## src/rtl/uart_frame_controller_pkg.sv

```systemverilog
// Shared constants for the UART frame controller: parser state encodings,
// error codes and the default frame start marker.
package uart_frame_controller_pkg;

    localparam logic [2:0] STATE_IDLE  = 3'd0;
    localparam logic [2:0] STATE_INDEX = 3'd1;
    localparam logic [2:0] STATE_COUNT = 3'd2;
    localparam logic [2:0] STATE_DATA  = 3'd3;
    localparam logic [2:0] STATE_CHECK = 3'd4;

    localparam logic [1:0] ERROR_CHECKSUM   = 2'd0;
    localparam logic [1:0] ERROR_TIMEOUT    = 2'd1;
    localparam logic [1:0] ERROR_OVERFLOW   = 2'd2;
    localparam logic [1:0] ERROR_ZERO_COUNT = 2'd3;

    localparam logic [7:0] DEFAULT_SYNC_BYTE = 8'h42;

    // Flops in the metastability chain ahead of the edge detector.
    localparam int SYNC_STAGES = 2;

endpackage

```

## src/rtl/uart_frame_controller_byte_strobe_sync.sv

```systemverilog
// Brings a slow-domain "data ready" level into the local clock domain and
// emits a one-cycle strobe together with the data word captured at that edge.
module byte_strobe_sync
    import uart_frame_controller_pkg::*;
#(
    parameter int WIDTH = 8
) (
    input  logic             clock_12mhz,
    input  logic             reset,
    input  logic             level,
    input  logic [WIDTH-1:0] data,
    output logic             strobe,
    output logic [WIDTH-1:0] captured
);

    // Bit SYNC_STAGES is the delayed copy used for rising-edge detection.
    logic [SYNC_STAGES:0] sync_chain;
    logic                 rise;

    assign rise = sync_chain[SYNC_STAGES-1] & ~sync_chain[SYNC_STAGES];

    // NOTE: non-blocking assignments so every flop samples pre-edge values; blocking would collapse the chain.
    always_ff @(posedge clock_12mhz) begin
        if (reset) begin
            sync_chain <= '0;
            strobe     <= 1'b0;
            captured   <= '0;
        end else begin
            sync_chain <= {sync_chain[SYNC_STAGES-1:0], level};
            strobe     <= rise;
            if (rise) begin
                captured <= data;
            end
        end
    end

endmodule

```

## src/rtl/uart_frame_controller.sv

```systemverilog
// Parses SYNC/INDEX/COUNT/DATA/CHECKSUM frames from the UART receiver into
// pixel RAM writes, and drives host flow control from the display busy flag.
module uart_frame_controller
    import uart_frame_controller_pkg::*;
#(
    parameter logic [7:0] SYNC_BYTE      = DEFAULT_SYNC_BYTE,
    parameter int         ADDR_WIDTH     = 8,
    parameter int         LED_BYTES      = 192,
    parameter int         TIMEOUT_CYCLES = 12000
) (
    input  logic                  clock_12mhz,
    input  logic                  reset,
    input  logic [7:0]            rx_data,
    input  logic                  rx_data_ready,
    input  logic                  display_busy,
    output logic                  rts,
    output logic                  mem_write_enable,
    output logic [ADDR_WIDTH-1:0] mem_write_address,
    output logic [7:0]            mem_write_data,
    output logic                  frame_done,
    output logic                  frame_error,
    output logic [1:0]            error_code
);

    localparam int TIMER_WIDTH = $clog2(TIMEOUT_CYCLES);

    logic                   byte_strobe;
    logic [7:0]             rx_byte;
    logic [2:0]             state;
    logic [7:0]             start_index;
    logic [7:0]             remaining;
    logic [7:0]             offset;
    logic [7:0]             checksum;
    logic                   overflow;
    logic [TIMER_WIDTH-1:0] timer;
    logic [8:0]             address;
    logic                   in_range;
    logic                   timeout_hit;

    byte_strobe_sync #(.WIDTH(8)) u_byte_strobe_sync (
        .clock_12mhz (clock_12mhz),
        .reset       (reset),
        .level       (rx_data_ready),
        .data        (rx_data),
        .strobe      (byte_strobe),
        .captured    (rx_byte)
    );

    // Nine-bit sum so a frame running past the buffer end is caught, never wrapped.
    assign address     = {1'b0, start_index} + {1'b0, offset};
    assign in_range    = int'(address) < LED_BYTES;
    assign timeout_hit = (state != STATE_IDLE) &&
                         (timer == TIMER_WIDTH'(TIMEOUT_CYCLES - 1));

    always_ff @(posedge clock_12mhz) begin
        if (reset) begin
            rts <= 1'b0;
        end else begin
            rts <= ~display_busy;
        end
    end

    always_ff @(posedge clock_12mhz) begin
        if (reset) begin
            state             <= STATE_IDLE;
            start_index       <= '0;
            remaining         <= '0;
            offset            <= '0;
            checksum          <= '0;
            overflow          <= 1'b0;
            timer             <= '0;
            mem_write_enable  <= 1'b0;
            mem_write_address <= '0;
            mem_write_data    <= '0;
            frame_done        <= 1'b0;
            frame_error       <= 1'b0;
            error_code        <= ERROR_CHECKSUM;
        end else begin
            mem_write_enable <= 1'b0;
            frame_done       <= 1'b0;
            frame_error      <= 1'b0;

            // A strobe landing on the timeout cycle is dropped along with the frame.
            if (timeout_hit) begin
                frame_error <= 1'b1;
                error_code  <= ERROR_TIMEOUT;
                state       <= STATE_IDLE;
                timer       <= '0;
            end else if (byte_strobe) begin
                timer <= '0;
                case (state)
                    STATE_IDLE: begin
                        if (rx_byte == SYNC_BYTE) begin
                            state <= STATE_INDEX;
                        end
                    end
                    STATE_INDEX: begin
                        start_index <= rx_byte;
                        checksum    <= rx_byte;
                        state       <= STATE_COUNT;
                    end
                    STATE_COUNT: begin
                        if (rx_byte == 8'd0) begin
                            frame_error <= 1'b1;
                            error_code  <= ERROR_ZERO_COUNT;
                            state       <= STATE_IDLE;
                        end else begin
                            remaining <= rx_byte;
                            checksum  <= checksum ^ rx_byte;
                            offset    <= '0;
                            overflow  <= 1'b0;
                            state     <= STATE_DATA;
                        end
                    end
                    STATE_DATA: begin
                        if (in_range) begin
                            mem_write_enable  <= 1'b1;
                            mem_write_address <= ADDR_WIDTH'(address);
                            mem_write_data    <= rx_byte;
                        end else begin
                            overflow <= 1'b1;
                        end
                        checksum  <= checksum ^ rx_byte;
                        offset    <= offset + 8'd1;
                        remaining <= remaining - 8'd1;
                        if (remaining == 8'd1) begin
                            state <= STATE_CHECK;
                        end
                    end
                    STATE_CHECK: begin
                        if (rx_byte != checksum) begin
                            frame_error <= 1'b1;
                            error_code  <= ERROR_CHECKSUM;
                        end else if (overflow) begin
                            frame_error <= 1'b1;
                            error_code  <= ERROR_OVERFLOW;
                        end else begin
                            frame_done <= 1'b1;
                        end
                        state <= STATE_IDLE;
                    end
                    default: state <= STATE_IDLE;
                endcase
            end else if (state != STATE_IDLE) begin
                timer <= timer + 1'b1;
            end
        end
    end

endmodule
```

## config.mk

```make
export PLATFORM = sky130hd
export DESIGN_NAME = uart_frame_controller
export DESIGN_NICKNAME = d
export VERILOG_FILES = /design/src/rtl/uart_frame_controller_pkg.sv /design/src/rtl/uart_frame_controller_byte_strobe_sync.sv /design/src/rtl/uart_frame_controller.sv
export SDC_FILE = /design/constraint.sdc
export NUM_CORES = 1
export LEC_CHECK = 0
export BUFFER_PORTS_ARGS = -buffer_cell sky130_fd_sc_hd__buf_4
export CORE_ASPECT_RATIO = 1.25
export CORE_MARGIN = 5
export CORE_UTILIZATION = 28
export DETAILED_ROUTE_END_ITERATION = 16
export GPL_TIMING_DRIVEN = 0
export PLACE_DENSITY_LB_ADDON = 0.3
export SLEW_MARGIN = 10
export SYNTH_ARGS = -nofsm -noshare
export SYNTH_HDL_FRONTEND = slang
export SYNTH_SLANG_ARGS = --single-unit
```

## constraint.sdc

```tcl
create_clock -name clock_12mhz -period 4.4 [get_ports clock_12mhz]
set_clock_uncertainty 0.05 [all_clocks]
set_input_delay 0.66 -clock clock_12mhz [delete_from_list [all_inputs] [get_ports clock_12mhz]]
set_output_delay 0.66 -clock clock_12mhz [all_outputs]
set_load 0.01 [all_outputs]
```

## Yosys cells after proc, flatten, opt, wreduce, memory -nomap -nowiden

Cells that the tools add are included.

| cells by class | value |
|---|---|
| bitwise logic cells | 8 |
| reduce and logical (&&, ||, !) cells | 21 |
| mux-type cells | 27 |
| add/subtract/negate cells | 4 |
| order comparisons | 1 |
| equal/unequal tests | 16 |

Operators with widths:

| operator | count |
|---|---|
| 8-bit case mux with 2 select lines | 2 |
| 8-bit 2-to-1 mux | 3 |
| 8-bit case mux with 3 select lines | 1 |
| 4-bit AND reduction | 5 |
| 14-bit by 1-bit adder with 14-bit output (second input constant) | 1 |
| 14-bit equality test (second input constant) | 1 |
| 3-bit case mux with 4 select lines | 1 |
| 1-bit 2-to-1 mux | 11 |
| 2-bit inequality test (second input constant) | 5 |
| 8-bit by 8-bit adder with 9-bit output | 1 |
| 9-bit by 8-bit less-than comparator with 1-bit output (second input constant) | 1 |
| 3-bit nonzero test | 3 |
| 8-bit by 1-bit adder with 8-bit output (second input constant) | 1 |
| 8-bit by 1-bit equality test with 1-bit output (second input constant) | 1 |
| 8-bit by 7-bit equality test with 1-bit output (second input constant) | 1 |
| 8-bit logical NOT | 1 |
| 2-bit 2-to-1 mux | 4 |
| 8-bit inequality test | 1 |
| 8-bit by 1-bit subtractor with 8-bit output (second input constant) | 1 |
| 8-bit XOR | 1 |
| 3-bit by 2-bit equality test with 1-bit output (second input constant) | 2 |
| 3-bit 2-to-1 mux | 2 |
| 3-bit inequality test (second input constant) | 2 |
| 1-bit inverter | 6 |
| other kinds (15) | 19 |

| storage, ports and cells | value |
|---|---|
| flip-flop bits (word level) | 84 |
| input bits | 12 |
| output and inout port bits | 22 |
| word-level logic and storage cells | 95 |

## Depth between registers and ports, before layout

Gate-level depths: netlist of the first run.

| depth | value |
|---|---|
| depth after elaboration | 5 |
| gate-level depth with buffers | 9 |
| mapped depth without buffers | 7 |

## By module

Synthesis of the first run repeated with hierarchy kept, for this count alone.

| unflattened totals | value |
|---|---|
| cell total of the unflattened synthesis | 515 |
| area, all modules | 4316.6 um2 |

By module, submodules not included:

| module | seq. area each (um2) | cells an instance | area each (um2) | times used |
|---|---|---|---|---|
| uart_frame_controller | 1441.4 | 472 | 3848.7 | 1 |
| byte_strobe_sync | 240.2 | 43 | 467.9 | 1 |

## Worst setup path before layout of the first run

Ideal clock, no wire load.

| timing | value |
|---|---|
| kind | register to register |
| start | register offset[0] |
| end | register mem_write_address[7] |
| required time | 4.228 ns |
| data arrival time | 2.321 ns |
| setup slack | 1.908 ns |
| clock period less this slack | 2.492 ns |
| setup time | 0.122 ns |
| cell stages (with the launch flop) | 9 |
| path buffers | 1 |
| path through | dfxtp_1 -> ha_1 -> fa_1 -> a21oi_1 -> o211ai_1 -> a32o_1 -> or4_1 -> buf_4 -> mux2i_1 |

| on the way | value |
|---|---|
| longest elaborated chain between the ends | 3 |

RTL lines:

| item | RTL line | source |
|---|---|---|
| start, declared | uart_frame_controller.sv:32 | `logic [7:0] offset;` |
| start signal, assigned | uart_frame_controller.sv:124 | `offset <= offset + 8'd1;` |
| 8-bit by 8-bit adder with 9-bit output (*) | uart_frame_controller.sv:50 | `assign address = {1'b0, start_index} + {1'b0, offset};` |
| 9-bit by 8-bit less-than comparator with 1-bit output | uart_frame_controller.sv:51 | `assign in_range = int'(address) < LED_BYTES;` |
| 4-bit AND reduction (no line) | - |  |
| end signal, assigned | uart_frame_controller.sv:118 | `mem_write_address <= ADDR_WIDTH'(address);` |
| end, declared | uart_frame_controller.sv:18 | `output logic [ADDR_WIDTH-1:0] mem_write_address,` |

Every way passes the cells marked *; elsewhere a longest branch is shown, timed or not.
A chain may end at the register's enable or synchronous reset.

## Worst setup path after layout of the first run

| timing | value |
|---|---|
| start | register offset[0] |
| end | register mem_write_address[6] |

Same word-level chain as after synthesis.

==> results of run 1 <==
-- layout make-up --
class / count / area share [%]
Multi-Input combinational cell: 375 / 47.12
Sequential cell: 84 / 32.53
Tap cell: 212 / 5.131
Timing Repair Buffer: 32 / 4.647
Clock buffer: 9 / 4.356
Buffer: 36 / 3.533
Clock inverter: 7 / 1.888
Inverter: 11 / 0.7986
-- final timing paths --
check,to,slack [ns],cells past startpoint,start
setup / recovery,mem_write_address[6]$_SDFFE_PP0P_,1.57,8,offset[0]$_SDFFE_PP0P_
hold / removal,u_byte_strobe_sync.strobe$_SDFF_PP0_,0.37,1,u_byte_strobe_sync.sync_chain[2]$_SDFF_PP0_
setup reg to reg,mem_write_address[6]$_SDFFE_PP0P_,1.57,8,offset[0]$_SDFFE_PP0P_
hold reg to reg,u_byte_strobe_sync.strobe$_SDFF_PP0_,0.37,1,u_byte_strobe_sync.sync_chain[2]$_SDFF_PP0_
-- per-stage QoR --
stage / total power, mW / util [%] / hold slack (ns)
final: 1.655 / 33.62 / 0.3718
after CTS: 1.676 / 33.62 / 0.3732
after global routing: 1.712 / 33.62 / 0.4042
after global placement: 0.8471 / 31.52 / 0.3542
after detailed placement: 0.8485 / 31.52 / 0.3681
after floorplan: 0.8221 / - / 0.3424
-- state kept, by name, summed over array words and instances (netlist names) --
register,flops
frame_done,1
offset,8
overflow,1
state,3
u_byte_strobe_sync.strobe,1
remaining,8
timer,14
mem_write_enable,1
rts,1
checksum,8
u_byte_strobe_sync.sync_chain,3
error_code,2
frame_error,1
u_byte_strobe_sync.captured,8
mem_write_data,8
start_index,8
mem_write_address,8
-- Yosys cell counts (all sizes together) (7+ instances only) --
| cell type | number |
|---|---|
| buf | 13 |
| inv | 11 |
| o31a | 7 |
| or3 | 7 |
| nor3 | 8 |
| nor4 | 9 |
| nor2b | 8 |
| nand2 | 56 |
| xor2 | 19 |
| nand3 | 19 |
| o21ai | 18 |
| o211ai | 8 |
| o311ai | 10 |
| dfxtp | 84 |
| ha | 12 |
| mux2i | 36 |
| clkbuf | 23 |
| nor2 | 57 |
| a21oi | 30 |
-- critical path, stage by stage (launching register included) --
cell and delay, ns:
sky130_fd_sc_hd__dfxtp_1 0.36, sky130_fd_sc_hd__ha_1 0.27, sky130_fd_sc_hd__fa_1 0.48, sky130_fd_sc_hd__a2111oi_0 0.55, sky130_fd_sc_hd__o311ai_0 0.23, sky130_fd_sc_hd__o22ai_1 0.31
sky130_fd_sc_hd__or4_1 0.16, sky130_fd_sc_hd__buf_4 0.16, sky130_fd_sc_hd__mux2i_1 0.18
-- kinds of logic after synthesis --
| group | after synthesis |
|---|---|
| xor gates and xnor gates | 25 |
| muxes | 36 |
| DFF | 84 |
| and+or+nand+nor | 196 |
| AOI/OAI and AO/OA | 105 |
| buffers and inverters | 47 |
| adders and majority gates | 13 |
-- where the power goes --
group	switching, mW	total, mW	internal [mW]
logic	0.0458	0.0660	0.0202
registers	0.00103	0.765	0.764
clock network	0.323	0.824	0.501
-- per-layer routing --
layer	GRT usage [%]	routed length, um
met1	15.88	4995
met5	0	0
met2	22.90	5784
met3	2.466	529
met4	4.933	232
==> results.md, run 1 <==
- Ranked by total cell area, the synthesized netlist is headed by sky130_fd_sc_hd__dfxtp_1, sky130_fd_sc_hd__mux2i_1, sky130_fd_sc_hd__nor2_1.
- Gates resized during post-CTS repair numbered 0.
- For this run, asynchronously set or reset flops after synthesis account for 0%.
- After floorplanning, the core was sized to cover approximately 0.015 mm^2.
- The count of warnings emitted by yosys is 0.
- The number of hold-slack violations in the final timing report was 0.
- After clock tree synthesis, the flow added hold-fix buffers numbering 0.
- TritonCTS built the clock tree.
- The boundary pin count is 34.
- Of all cell types, the one taking the most synthesized area is sky130_fd_sc_hd__dfxtp_1.
- For this run, design rule violations remaining after detail routing come to 0.
- The global-route usage over all layers is 13.11%.
- In the layout the commonest cells are sky130_fd_sc_hd__dfxtp_1, sky130_fd_sc_hd__nor2_1, sky130_fd_sc_hd__nand2_1, sky130_fd_sc_hd__mux2i_1, sky130_fd_sc_hd__buf_4.
- The deepest clock path buffer count is 2.
- The number of enable-type register cells in the synthesized netlist is 0.
- The post-synth design cell area is between 0.004 and 0.005 mm^2.
- After Yosys synthesis, full adders, half adders and majority gates account for roughly 3.9% of the synthesized area.
- The post-CTS repair timing setup buffer count is 0.
- The pin count of the biggest net entering global routing is 16.
- The analysis attributes to cell leakage a power of between 2 and 2.5 nW.
- The number of slew-limit violations in the final report is 0.
- The max-slew headroom at the worst pin is approximately half.
- Summing all flip-flop and latch instances after layout gives ~0.0017 mm^2.
- In the finished design, the share of the clock period the worst path needs comes to about 64%.
- The peak fanout along the critical path is 6.
- The library cell used most frequently in the layout, excluding fill and tap cells, is sky130_fd_sc_hd__dfxtp_1.
- The die area is between 0.015 and 0.02 mm^2.
- The register bit total from synthesis is 84.
- In the synthesized netlist, the number of instances is approximately 510.
- The final critical-path required period is between 2 and 3 ns.
- The routed design has between 10000 and 15000 um of wire.
- Dividing the detail-routed via count by the number of cells gives 5.017.
- The required time at the endpoint of the critical path is between 4 and 5 ns.
- Of the total synthesized cell area, the portion taken by AND, OR, NAND and NOR gates is between 20% and 30%.
- After detailed routing, the average wire length per cell comes to approximately 15 um.
- The mux contribution to synthesized area is between 8 and 9%.
- The complex-gate fraction of the synthesized area is roughly 17%.
- The number of DRC markers in iteration 0 is ~200.
- The effective utilization at floorplan is 28.23%.
- The sink count of the clock tree is 84.
- The number of standard cells in the layout, taps in and fillers out is 766.
- The fraction of the yosys area taken by sequential cells is 38.73%.
- Relative to the synthesized area, the layout overhead comes to 19.08%.
- The data arrival time at the worst-slack endpoint is just over 3 ns.
- The type of element launching the critical path is a register.
- 0 antenna diodes ended up in the layout.
- Across the VDD grid, the largest voltage drop is approximately 0.00016 V.
- The leading register cell type out of synthesis is sky130_fd_sc_hd__dfxtp_1.
- The fraction of final layout cells sized beyond drive strength 1 is between 10% and 20%.
- The top cell type's share of synthesized area is about two fifths.
- The deepest level of the CTS H-tree is 3.
- During placement, the flow inserted port buffers numbering 32.
- In this run the remaining antenna-violating nets after routing total 0.
- The weighted congestion reported at the end of routability-driven placement is roughly 0.87.
- The critical path in this run is classified as register to register.
- At the pin with the least slew margin, the transition time is roughly 0.75 ns.
- The post-CTS clock slew at the launch and capture registers of the worst setup and hold paths is about 0.060 ns.
- Timing would allow up to roughly 0.35 GHz.
- The post-route cell area is between 0.005 and 0.006 mm^2.
- The class of the tightest hold or removal check is register to register.
- The tool flagged a number of max-cap violations equal to 0.
- The detailed placer's ending HPWL is 8451 um.
- From left edge to right edge, the die measures around 120 um.
- Summing all placed instances gives a cell area of between 0.004 and 0.005 mm^2.
- The buffer type at the clock tree root is sky130_fd_sc_hd__clkbuf_16.
- The pre-CTS setup slack is approximately 1.6 ns.
- After filler insertion, the fill cell instance count of the layout stands at 1632.
- The later pin in the worst-skew pair is clocked with a latency of 0.34 ns.
- The number of buffers created by CTS is 9.
- The via count of the first global-routing pass was 3792.
- After layout, the worst setup slack is 1.568 ns.
- The first TritonRoute pass finished after 5 iterations.
- For this run the aggregate overflow at the end of global routing stands at 0.
- The y dimension of the die is 149.2 um.
- The number of antenna violations at the first check in global routing is 0.
- The count of unique library cells instantiated by Yosys is 60.
- The placed cell count is between 700 and 800.
- Setup repair after global routing left no endpoint under its margin.
- The first-pass GRT wire length is about 19000 um.
- The xor/xnor share of the synthesized area is about 5.0%.
- The power density normalized to cell area is roughly 320 mW/mm^2.
- Summed over all failing endpoints, the final setup total negative slack is 0 ns.
- STA classifies the critical path endpoint as a register.
- The detailed router placed about 3800 vias in this run.
- Setup violations remaining at the end of the flow were counted as 0.
- The flow ran to the end, and the final reports show no timing, DRC or antenna violations.
- By area, the combinational part of the netlist is dominated by simple AND/OR/NAND/NOR gates.
- The mean instance size in the synthesized netlist is 8.580 um^2.
- Synthesis produced a netlist with a net count of approximately 530.
- After the last flow step, the layout net total stands at 574.
- The area taken by multi-input logic gates is between 0.002 and 0.0025 mm^2.
- The floorplan row count is 51.
Power figures use the tool's default switching activity.
==> inputs of run 2 (changes only) <==
clock period = 2.9 ns   (was 4.4 ns; I/O delays follow)
==> results.md, run 2 (same netlist as run 1, synthesis figures left out) <==
- The deepest level of the CTS H-tree is 3 (unchanged).
- The floorplan row count is 51 (unchanged).
- The start-to-end type of the worst setup path is register to register (unchanged).
- The placed cell count came to 750 (unchanged).
- The sequential power share is 46.2% (about the same).
- The number of hold-slack violations in the final timing report came to 0 (unchanged).
- The worst hold path startpoint is display_busy (was u_byte_strobe_sync.sync_chain[2]$_SDFF_PP0_).
- The switching power is 0.5603 mW (was 0.3695 mW).
- The final critical-path required period is 2.776 ns (was 2.832 ns).
- The power density normalized to cell area is 485.6 mW/mm^2 (was 320.1 mW/mm^2).
- The number of standard cells in the layout, taps in and fillers out is 766 (unchanged).
- The post-CTS repair timing setup buffer count was 0 (unchanged).
- The total wire length came to 11560 um (was 11540 um).
- The buffer type at the clock tree root is sky130_fd_sc_hd__clkbuf_16 (unchanged).
- The detailed placer's ending HPWL came to 8451 um (unchanged).
- The cell internal power dissipation came to 1.951 mW (was 1.286 mW).
- The weighted congestion reported at the end of routability-driven placement was 0.8684 (unchanged).
- The worst vdd rail ir drop is 0.0002328 V (was 0.0001551 V).
- The TritonCTS clock tree is done (unchanged).
- The number of slew-limit violations in the final report is 0 (unchanged).
- The sink count of the clock tree is 84 (unchanged).
- The number of instances on the worst hold path is 2 (was 1).
- The peak fanout along the critical path is 6 (unchanged).
- The fraction of power spent switching nets is 22.32% (about the same).
- The area taken by flip-flops and latches is 0.001682 mm^2 (unchanged).
- The total congestion overflow is 0 (unchanged).
- The number of DRC violations after detailed routing is 0 (unchanged).
- The part of the power in combinational logic was 4.0% (about the same).
- The number of antenna violations at the first check in global routing was 0 (unchanged).
- The required time at the endpoint of the critical path is 3.12 ns (was 4.62 ns).
- The data arrival time at the worst-slack endpoint was 3.00 ns (was 3.05 ns).
- The portion of total power attributed to the clock network is 49.8% (about the same).
- The kind of end point of the critical path is a register (unchanged).
- The number of nets with antenna violations after detailed routing is 0 (unchanged).
- The layout net count is 574 (unchanged).
- The pre-CTS setup slack is 0.09664 ns (was 1.597 ns).
- The y dimension of the die was 149.2 um (unchanged).
- The number of cells on the worst reg-to-reg path is 8 (unchanged).
- The global-route usage over all layers was 13.11% (unchanged).
- The max-slew headroom at the worst pin is 50.56% (was 49.28%).
- The fraction of final layout cells sized beyond drive strength 1 came to 12.27% (unchanged).
- The highest achievable clock rate is 0.3602 GHz (was 0.3531 GHz).
- The wire length per cell is 15.09 um (was 15.07 um).
- Status: finished, final reports clean (unchanged).
- The first-pass GRT wire length is 19070 um (unchanged).
- The transition time at the pin with the least slew margin is 0.7348 ns (was 0.7539 ns).
- The via count of the first global-routing pass is 3792 (unchanged).
- The static leakage was 2.032 nW (about the same).
- The insertion delay to the later sink of the worst-skew pair came to 0.34 ns (about the same).
- The fill cell instance count of the final layout is 1633 (was 1632).
- The final critical-path setup slack is 0.1236 ns (was 1.568 ns).
- The deepest clock path buffer count came to 2 (unchanged).
- Most used cells in the layout excluding fill and tap cells: sky130_fd_sc_hd__dfxtp_1, sky130_fd_sc_hd__nor2_1, sky130_fd_sc_hd__nand2_1, sky130_fd_sc_hd__mux2i_1, sky130_fd_sc_hd__buf_4 (unchanged).
- The capturing point of the worst reg2reg path is mem_write_address[6]$_SDFFE_PP0P_ (unchanged).
- The total of endpoints with negative setup slack in the final report is 0 (unchanged).
- The number of buffer cells added on primary ports is 32 (unchanged).
- The post-cts hold buffer count is 0 (unchanged).
- The register-to-register setup slack is 0.12 ns (was 1.57 ns).
- The most common library cell in the layout ignoring fill and taps is sky130_fd_sc_hd__dfxtp_1 (unchanged).
- The type of element launching the critical path is a register (unchanged).
- The number of vias in the routed layout was 3865 (was 3843).
- The class of the tightest hold or removal check is input port to register (was register to register).
- The effective utilization at floorplan came to 28.23% (unchanged).
- The number of flip-flops under the largest register name is 14 (unchanged).
- The register with the most flip-flops is timer (unchanged).
- The area taken by multi-input logic gates was 0.002437 mm^2 (was 0.002436 mm^2).
- The endpoint of the worst hold-timing path is rts$_SDFF_PP0_ (was u_byte_strobe_sync.strobe$_SDFF_PP0_).
- The antenna diode count is 0 (unchanged).
- The die area is 0.01811 mm^2 (unchanged).
- The number of DRC markers in iteration 0 is 191 (was 197).
- The average via count per standard cell is 5.046 (was 5.017).
- The pin count of the biggest net entering global routing is 16 (unchanged).
- The count of cells resized by post-cts repair is 0 (unchanged).
- The iteration count of the initial detailed-routing pass is 5 (unchanged).
- The startpoint of the lowest-slack register-to-register path was offset[0]$_SDFFE_PP0P_ (unchanged).
- The final critical-path share of the clock period was 95.74% (was 64.36%).
- The area of the core is 0.01538 mm^2 (unchanged).
- The relative area change from synthesis to final layout is 19.11% (was 19.08%).
- Unrepaired setup endpoints after global routing: yes (was no).
- The max-capacitance violation count is 0 (unchanged).
- The number of buffers created by CTS is 9 (unchanged).
- The die span in x is 121.4 um (unchanged).
- The post-CTS clock slew at the launch and capture registers of the worst setup and hold paths came to 0.06 ns (about the same).
- The boundary pin count is 34 (unchanged).
==> run 2: cell counts in the layout (fill, tap and decap cells not counted) <==
Identical to the previous run, type by type.
==> run 2: power groups by stage <==
stage,Sequential [mW],Combinational [mW],Clock [mW]
floorplan,1.19,0.0599,0
global placement,1.19,0.0980,0
detailed placement,1.19,0.100,0
CTS,1.16,0.100,1.28
global route,1.16,0.109,1.33
finish,1.16,0.0999,1.25
==> run 2: area by class of cell <==
class                           instances  area share [%]
Buffer                                 36           3.533
Clock buffer                            9           4.355
Clock inverter                          7           1.887
Inverter                               11          0.7985
Multi-Input combinational cell        375           47.13
Sequential cell                        84           32.52
Tap cell                              212           5.129
Timing Repair Buffer                   32           4.646
==> run 2: worst max-delay path: stages, from the launching register on <==
cell and delay, ns:
sky130_fd_sc_hd__dfxtp_1 0.36, sky130_fd_sc_hd__ha_1 0.27, sky130_fd_sc_hd__fa_1 0.48, sky130_fd_sc_hd__a2111oi_1 0.48, sky130_fd_sc_hd__o311ai_0 0.22, sky130_fd_sc_hd__o22ai_1 0.32, sky130_fd_sc_hd__or4_1 0.16, sky130_fd_sc_hd__buf_4 0.16
sky130_fd_sc_hd__mux2i_1 0.19
==> run 2: per-stage QoR <==
stage          hold WS, ns  util [%]  area (um^2)  power (mW)  setup TNS [ns]
4_1_cts             0.1738     33.62         5170       2.543               0
3_3_place_gp        0.3542     31.52         4847       1.285               0
2_1_floorplan       0.3424         -         4342       1.247               0
6_report            0.1871     33.63         5171       2.511               0
3_5_place_dp        0.3681     31.52         4847       1.287               0
5_1_grt             0.1792     33.63         5171       2.598         -0.2666
==> run 2: worst max path at each step <==
stage                     cells after the start                                 to                    from  slack, ns
after floorplan                               8  mem_write_address[7]$_SDFFE_PP0P_  offset[0]$_SDFFE_PP0P_       0.41
after global placement                        8  mem_write_address[4]$_SDFFE_PP0P_  offset[0]$_SDFFE_PP0P_       0.20
after detailed placement                      8  mem_write_address[7]$_SDFFE_PP0P_  offset[0]$_SDFFE_PP0P_        0.1
after CTS                                     8  mem_write_address[6]$_SDFFE_PP0P_  offset[0]$_SDFFE_PP0P_       0.09
after global routing                          8     mem_write_data[5]$_SDFFE_PP0P_  offset[0]$_SDFFE_PP0P_      -0.06
final                                         8  mem_write_address[6]$_SDFFE_PP0P_  offset[0]$_SDFFE_PP0P_       0.12
==> run 2: metal layers <==
metal | part of all wire, % | track usage [%] | up-vias
li1 | - | - | 1902
met1 | 44 | 15.88 | 1857
met2 | 50 | 22.90 | 89
met3 | 3.7 | 2.466 | 17
met4 | 2.2 | 4.933 | 0
met5 | 0 | 0 | -
